--- src/rtl/uart_fmt_sender.sv ---
// Renders one signed matrix element plus format flags into an ASCII byte string
// and streams it to the UART transmitter over a registered valid/ready handshake.
module uart_fmt_sender #(
  parameter int ELEM_W    = 8,
  parameter int BUF_DEPTH = 8
) (
  input  logic              clk,
  input  logic              rst,
  input  logic              start,
  input  logic [ELEM_W-1:0] data,
  input  logic              last_col,
  input  logic              newline,
  input  logic              id,
  input  logic              sum_head,
  input  logic              sum_elem,
  output logic              ready,
  output logic [7:0]        tx_data,
  output logic              tx_valid,
  input  logic              tx_ready,
  output logic              done,
  output logic              drop
);

  localparam int LEN_W = $clog2(BUF_DEPTH + 1);
  localparam int STR_W = 8 * BUF_DEPTH;

  typedef enum logic [2:0] {M_NL, M_ID, M_HEAD, M_ELEM, M_PLAIN} mode_e;
  typedef enum logic {S_IDLE, S_SEND} state_e;

  state_e             r_state;
  logic [STR_W-1:0]   r_buf;
  logic [LEN_W-1:0]   r_len;
  logic [LEN_W-1:0]   r_idx;
  logic [7:0]         r_tx_data;
  logic               r_tx_valid;
  logic               r_ready;
  logic               r_done;
  logic               r_drop;

  logic               w_neg;
  logic [ELEM_W:0]    w_ext;
  logic [ELEM_W:0]    w_mag;
  logic [7:0]         w_dig_h;
  logic [7:0]         w_dig_t;
  logic [7:0]         w_dig_o;
  mode_e              w_mode;
  logic [STR_W-1:0]   w_str;
  logic [LEN_W-1:0]   w_len;
  logic [LEN_W-1:0]   w_nxt_idx;
  logic               w_accept;

  // Magnitude is one bit wider than the element so the most negative value negates cleanly.
  assign w_neg   = data[ELEM_W-1];
  assign w_ext   = {data[ELEM_W-1], data};
  assign w_mag   = w_neg ? -w_ext : w_ext;
  assign w_dig_h = 8'h30 + 8'(w_mag / 100);
  assign w_dig_t = 8'h30 + 8'((w_mag / 10) % 10);
  assign w_dig_o = 8'h30 + 8'(w_mag % 10);

  always_comb begin
    if (newline)       w_mode = M_NL;
    else if (id)       w_mode = M_ID;
    else if (sum_head) w_mode = M_HEAD;
    else if (sum_elem) w_mode = M_ELEM;
    else               w_mode = M_PLAIN;
  end

  function automatic logic [STR_W-1:0] put(input logic [STR_W-1:0] s, input int pos,
                                           input logic [7:0] b);
    logic [STR_W-1:0] r;
    r = s;
    r[pos*8 +: 8] = b;
    return r;
  endfunction

  // Byte 0 of the string sits in the least significant byte; n tracks the write position.
  // NOTE: every output of this block gets a default first so no latch can be inferred.
  always_comb begin
    int n;
    w_str = '0;
    n     = 0;
    if (w_mode == M_NL) begin
      w_str = put(w_str, n, 8'h0D); n = n + 1;
      w_str = put(w_str, n, 8'h0A); n = n + 1;
    end else begin
      if (w_mode == M_ELEM) begin w_str = put(w_str, n, 8'h5B); n = n + 1; end
      if (w_neg)            begin w_str = put(w_str, n, 8'h2D); n = n + 1; end
      if (w_mag >= 100)     begin w_str = put(w_str, n, w_dig_h); n = n + 1; end
      if (w_mag >= 10)      begin w_str = put(w_str, n, w_dig_t); n = n + 1; end
      w_str = put(w_str, n, w_dig_o); n = n + 1;
      if (w_mode == M_ID) begin
        w_str = put(w_str, n, 8'h3A); n = n + 1;
        w_str = put(w_str, n, 8'h0D); n = n + 1;
        w_str = put(w_str, n, 8'h0A); n = n + 1;
      end else if (w_mode == M_HEAD) begin
        w_str = put(w_str, n, 8'h20); n = n + 1;
      end else begin
        if (w_mode == M_ELEM) begin w_str = put(w_str, n, 8'h5D); n = n + 1; end
        if (last_col) begin
          w_str = put(w_str, n, 8'h0D); n = n + 1;
          w_str = put(w_str, n, 8'h0A); n = n + 1;
        end else begin
          w_str = put(w_str, n, 8'h20); n = n + 1;
        end
      end
    end
    w_len = LEN_W'(n);
  end

  assign w_accept  = (r_state == S_IDLE) && start;
  assign w_nxt_idx = r_idx + LEN_W'(1);

  // NOTE: the byte buffer holds only data qualified by r_len/r_idx, so it carries no reset.
  always_ff @(posedge clk) begin
    if (!rst && w_accept) r_buf <= w_str;
  end

  // NOTE: sequential state uses non-blocking assignments only.
  always_ff @(posedge clk) begin
    if (rst) begin
      r_state    <= S_IDLE;
      r_len      <= '0;
      r_idx      <= '0;
      r_tx_data  <= 8'h00;
      r_tx_valid <= 1'b0;
      r_ready    <= 1'b1;
      r_done     <= 1'b0;
      r_drop     <= 1'b0;
    end else begin
      r_done <= 1'b0;
      r_drop <= start && !r_ready;
      case (r_state)
        S_IDLE: begin
          if (start) begin
            r_len      <= w_len;
            r_idx      <= '0;
            r_tx_data  <= w_str[7:0];
            r_tx_valid <= 1'b1;
            r_ready    <= 1'b0;
            r_state    <= S_SEND;
          end
        end
        S_SEND: begin
          if (tx_ready) begin
            if (r_idx == r_len - LEN_W'(1)) begin
              r_done     <= 1'b1;
              r_tx_valid <= 1'b0;
              r_ready    <= 1'b1;
              r_state    <= S_IDLE;
            end else begin
              r_idx     <= w_nxt_idx;
              r_tx_data <= r_buf[w_nxt_idx*8 +: 8];
            end
          end
        end
      endcase
    end
  end

  assign ready    = r_ready;
  assign tx_data  = r_tx_data;
  assign tx_valid = r_tx_valid;
  assign done     = r_done;
  assign drop     = r_drop;

endmodule

--- config.mk ---
export PLATFORM = sky130hd
export DESIGN_NAME = uart_fmt_sender
export DESIGN_NICKNAME = d
export VERILOG_FILES = /design/src/rtl/uart_fmt_sender.sv
export SDC_FILE = /design/constraint.sdc
export NUM_CORES = 1
export LEC_CHECK = 0
export ABC_AREA = 1
export CAP_MARGIN = 10
export CORE_UTILIZATION = 35
export DETAILED_ROUTE_END_ITERATION = 8
export PLACE_DENSITY = 0.48
export SYNTH_ARGS = -nofsm -noshare
export SYNTH_HDL_FRONTEND = slang
export SYNTH_SLANG_ARGS = --single-unit
--- constraint.sdc ---
create_clock -name clk -period 17.5 [get_ports clk]
set_clock_uncertainty 0.15 [all_clocks]
set_input_delay 2.625 -clock clk [delete_from_list [all_inputs] [get_ports clk]]
set_output_delay 2.625 -clock clk [all_outputs]
set_load 0.01 [all_outputs]
# == Word level (Yosys, flattened, before mapping) ==
# Cells that the tools add are included.
# totals
elab_cells,152
out_inout_bits,12
register_bits,85
in_bits,17
# classes
div,4
muxes,70
n_eq_ne,8
n_reduce_logical,10
bitwise_logic,2
shifts,22
magnitude_cmp,2
addsub,24
# op_table
cell,n
64-bit two-way mux,14
64-bit bitwise mux,12
"8-bit by 33-bit variable shift with 64-bit output, first input constant",9
"8-bit by 33-bit indexed part select with 64-bit output, first input constant",9
29-bit two-way mux,11
32-bit negation with 33-bit output,9
"29-bit by 2-bit adder with 29-bit output, second input constant",7
8-bit by 33-bit indexed part select with 64-bit output,3
64-bit by 8-bit indexed part select with 8-bit output,1
"9-bit by 4-bit divider with 32-bit output, second input constant",1
"9-bit by 7-bit divider with 32-bit output, second input constant",1
"32-bit by 4-bit remainder unit with 32-bit output, second input constant",1
"9-bit by 4-bit remainder unit with 32-bit output, second input constant",1
8-bit two-way mux,4
4-bit two-way mux,7
"6-bit by 8-bit adder with 8-bit output, first input constant",3
8-bit one-hot mux with 2 select lines,1
3-bit two-way mux,4
1-bit two-way mux,11
"9-bit by 4-bit >= comparator with 1-bit output, second input constant",1
"9-bit by 7-bit >= comparator with 1-bit output, second input constant",1
9-bit two-way mux,1
9-bit negation,1
"4-bit by 2-bit adder with 4-bit output, second input constant",2
17 further kinds,27

# == Depth between registers and ports, before layout ==
# logic_depth
depth_word,32
mapped_depth,46
ltp_nobuf,46

# == Least setup slack after synthesis ==
# No wires, ideal clock.
# synth_timing
path_kind,input port to flip-flop
from,input port data[0]
to,"register r_buf[32], data pin"
cell_stages,43
t_arrival_ns,8.067
required_time_ns,17.094
path_buffers,0
setup_ns,0.256
setup_slack_ns,9.027
cell_sequence,inv_1 > ha_1 > nand2_1 > nand2_1 > nand3_1 > nand2_2 > nand2_2 > clkinv_1 > nand2_4 > nand2_4 > inv_1 > fa_1 > inv_1 > ha_1 > inv_1 > nand2_1 > nand2_2 > inv_1 > [7 not listed] > a21oi_4 > nand3_1 > nand2_2 > nor2_4 > ha_1 > inv_1 > nor2_1 > nand3_1 > nand2_1 > inv_2 > nor2_8 > nand3_4 > nand2_2 > inv_2 > o21ai_1 > nand2_1 > nand2_1 > nand2_1
# synth_between
elab_chain_cells,22
word_cells_on_any_way,71
cone_classes,16 x add/sub; 4 x div; 2 x order compare; 18 x shift; 31 x mux
# synth_rtl
element,line,text
from (decl),10,"input logic [ELEM_W-1:0] data,"
9-bit negation,55,assign w_mag = w_neg ? -w_ext : w_ext;
9-bit two-way mux *,55,
"parallel branches: the longest is 19 deep, another holds 9-bit by 4-bit divider with 32-bit output",--,
64-bit two-way mux *,91,if (w_mode == M_ID) begin
to (signal assigned),115,if (!rst && w_accept) r_buf <= w_str;
to (decl),31,logic [STR_W-1:0] r_buf;
# Every way passes the cells marked *. The select of a mux whose other input is x is not followed.
# A chain may end at the register's enable or synchronous reset.

# == Worst setup path in the final report ==
# layout_timing
from,input port id
to,"register r_buf[22], data pin"
# layout_between
elab_chain_cells,27
word_cells_on_any_way,80
cone_classes,16 x add/sub; 3 x eq/ne; 21 x shift; 39 x mux; 1 x reduce/logical
# layout_rtl
element,line,text
from (decl),13,"input logic id,"
3-bit two-way mux *,62,else if (id) w_mode = M_ID;
3-bit two-way mux *,61,if (newline) w_mode = M_NL;
3-bit by 2-bit equality test with 1-bit output,"86, 98",
1-bit two-way mux,86,"if (w_mode == M_ELEM) begin w_str = put(w_str, n, 8'h5B); n = n + 1; end"
29-bit two-way mux,82,if (w_mode == M_NL) begin
29-bit by 2-bit adder with 29-bit output or 32-bit negation with 33-bit output (tied branches),"87, 72",
"29-bit two-way mux, or another cell as far along",87,"if (w_neg) begin w_str = put(w_str, n, 8'h2D); n = n + 1; end"
29-bit two-way mux or 64-bit bitwise mux (tied branches),"82, 72",
[11 not listed],--,
29-bit two-way mux or 64-bit two-way mux (tied branches),"82, 95",
"29-bit by 2-bit adder with 29-bit output, or another cell as far along",--,
"32-bit negation with 33-bit output, or another cell as far along",72,r[pos*8 +: 8] = b;
"8-bit by 33-bit indexed part select with 64-bit output, or another cell as far along",72,
64-bit bitwise mux,72,
64-bit two-way mux,99,if (last_col) begin
64-bit two-way mux,95,end else if (w_mode == M_HEAD) begin
64-bit two-way mux,91,
# Every way passes the cells marked *; elsewhere a longest branch is shown, timed or not. The select of a mux whose other input is x is not followed.

==> results.md <==
* Worst path slowest cell: clkdlybuf4s50_1
* Post-CTS sizing at 0
* XOR/XNOR share of the synthesized area at 1.57%
* RR Endpoint: tx_data[1]
* Area growth syn-to-layout at 9.74%
* Final instance area at 10,800 µm²
* First-pass GRT wire length at 64.0 mm
* Clk slew on worst S/H paths at 0.07 ns
* Count leader, synth: nand2_1
* Vias in the first global route at 10,300
* P_leak at 5.06 nW
* Drt first-iter violations at 1,240
* CTS Buf Count at 9
* Mux cell area share after synthesis at 0%
* Yosys reg bits at 85
* Cell count after placement at 1,977
* Largest family of logic cells by synthesized area: simple AND/OR/NAND/NOR gates
* Final net count at 1,663
* Largest net degree at the start of global routing at 63
* Avg Cell Area, Syn at 6.19 µm²
* Antenna viol nets, final at 0
* GR Util All Layers at 29.7%
* Antenna Diode Count at 0
* Initial DRT Pass Iterations at 6
* Reg-to-reg slack, setup at 14.34 ns
* Post-synth EDFFs at 64
* Status: complete, no violations
* CP Data Required Time at 17.44 ns
* # setup viols final at 0
* Full die area at 28,900 µm²
* Worst Setup End Kind: flop
* Pre-CTS WS at 6.98 ns
* Hold Slack at 0.298 ns
* Fin worst setup slack at 7.20 ns
* Count of cell types in the netlist at 67
* Via density at 5.58
* Prevailing post-synth register cell: edfxtp_1
* Final min period at 10.30 ns
* Pwr Density at 89.9 nW/µm²
* Core ar. at 27,800 µm²
* Final Hold Fails at 0
* CP Launch Type: input port
* # port buffers at 28
* Post-Route Utilization at 39.0%
* Top cell type's share of synthesized area at 19.5%
* Clk sinks at 85
* RSZ-0062 raised after global routing: false
* Initial Utilization at 35.6%
* Worst hold path class: reg2reg
* Clk Latency, worst-skew pair at 0.35 ns
* Initial antenna violation count at 0
* Worst Hold Launch: ready
* Synth area leaders: edfxtp_1 (19%), nand2_1 (14%), nor2_1 (9.1%)
* Layout Cells excl Fill at 1,993
* VDD IR max at 44.3 µV
* Routed len/inst at 21.3 µm
* Power Total at 0.975 mW
* IO Count at 29
* Die X at 170 µm
* Clk root buf: clkbuf_16
* Clock buffer depth at 2
* Cell count after synthesis at 1,597
* Seq/Total Area, Yosys at 23.7%
* CTS tree: yes
* Drt drc at 0
* Site Rows at 61
* Hold endpoint: drop
* Maxcap violations at 0
* Worst path most repeated cell: nand2_1
* R2r worst-path depth at 9
* Tightest Pin Transition at 1.15 ns
* Final Wtd Congestion at 1.10
* WP data arrival at 10.24 ns
* Complex-gate fraction of the synthesized area at 17.9%
* Synthesis Warnings at 0
* Final period util at 58.8%
* Ys async rst share at 0%
* Worst setup path class: in2reg
* Total gr overflow at 0
* Post-Synth Adder-Cell Area at 4.64%
* FMAX at 97.1 MHz
* Hold path cells at 1
* Slew Viols, Final at 0
* Worst relative slew slack at 23.1%
* Most frequent cells after synthesis: nand2_1 (363), nor2_1 (239), inv_1 (202)
* Critical R2R Launch: r_idx[0]
* Post-detail-place hpwl at 33.9 mm
* H-tree Lvls at 3
* Crit-path max FO at 21
* Area post-placement at 10,600 µm²
* Vias at 11,100
* Final wirelength at 42.5 mm
* Setup TNS at 0 ns
* Synthesized area at 9880 µm²
* Yosys top cell by area: edfxtp_1
* Share of cells above drive strength 1 at 8.61%
* Die H at 170 µm
* CP max stage delay at 0.67 ns
* Simple-gate share of the synthesized area at 41.7%
* Postcts setup bufs at 0
* Cts hold-fix bufs at 0
[cells by family (layout without fill, tap and decap cells)]
| family | after synthesis | count (layout) |
|---|---|---|
| compound gates | 307 | 307 |
| xor+xnor | 14 | 14 |
| fa+ha+maj | 36 | 36 |
| buf+inv | 264 | 276 |
| flops | 85 | 85 |
| other cells | 1 | 7 |
| simple gates | 890 | 890 |
[critical path, delay by kind of cell]
| kind | cells | cell delay (ns) |
|---|---|---|
| buf+inv | 10 | 2.42 |
| compound gates | 2 | 0.40 |
| simple gates | 20 | 3.21 |
| fa+ha+maj | 5 | 1.58 |
[metal layers]
metal	track usage (%)	share of wire [%]	up-vias
li1	-	-	5326
met1	40.1	44	5165
met2	48.1	45	542
met3	3.56	7.8	79
met4	11.2	3.6	0
met5	0	0	-
[cells in the final DEF (no fill, tap or decap), drive strengths merged, types with 6 or more instances in the layout]
cell           count
o21ai            137
clkbuf            10
xnor2              8
conb               7
clkdlybuf4s50     28
edfxtp            64
nor3              23
nand3            150
a211oi             6
ha                35
a31oi              9
inv              222
nand3b            12
o22ai             22
nand2            412
nor2             250
a21oi             90
dfxtp             21
clkinv             7
buf                9
nand4             34
[state kept, by name, summed over array words and instances (netlist names)]
| register | cells |
|---|---|
| tx_data | 8 |
| drop | 1 |
| r_buf | 64 |
| r_state | 1 |
| tx_valid | 1 |
| r_len | 4 |
| ready | 1 |
| done | 1 |
| r_idx | 4 |
[power by group]
part	switching (mW)	total [mW]	internal [mW]
Clock	0.0919	0.195	0.103
Sequential	0.00408	0.234	0.230
Combinational	0.401	0.546	0.145
[cell type report]
class / instances / area, µm²
multi-input cells: 1254 / 6550
repair buffers: 37 / 348
clock inverters: 6 / 52.6
clock buffers: 10 / 239
flip-flops and latches: 85 / 2340
inverters: 223 / 842
fillers: 3118 / 16900
well taps: 378 / 473
[worst max path at each step]
stage                 start         to  slack [ns]  cells past startpoint
floorplan           data[0]  r_buf[32]        9.03                     43
global placement         id  r_buf[28]        7.24                     37
detailed placement       id  r_buf[22]        6.98                     37
CTS                      id  r_buf[22]        7.35                     37
global route             id  r_buf[22]        6.68                     37
finish                   id  r_buf[22]        7.20                     37
(Power assumes the default switching activity.)
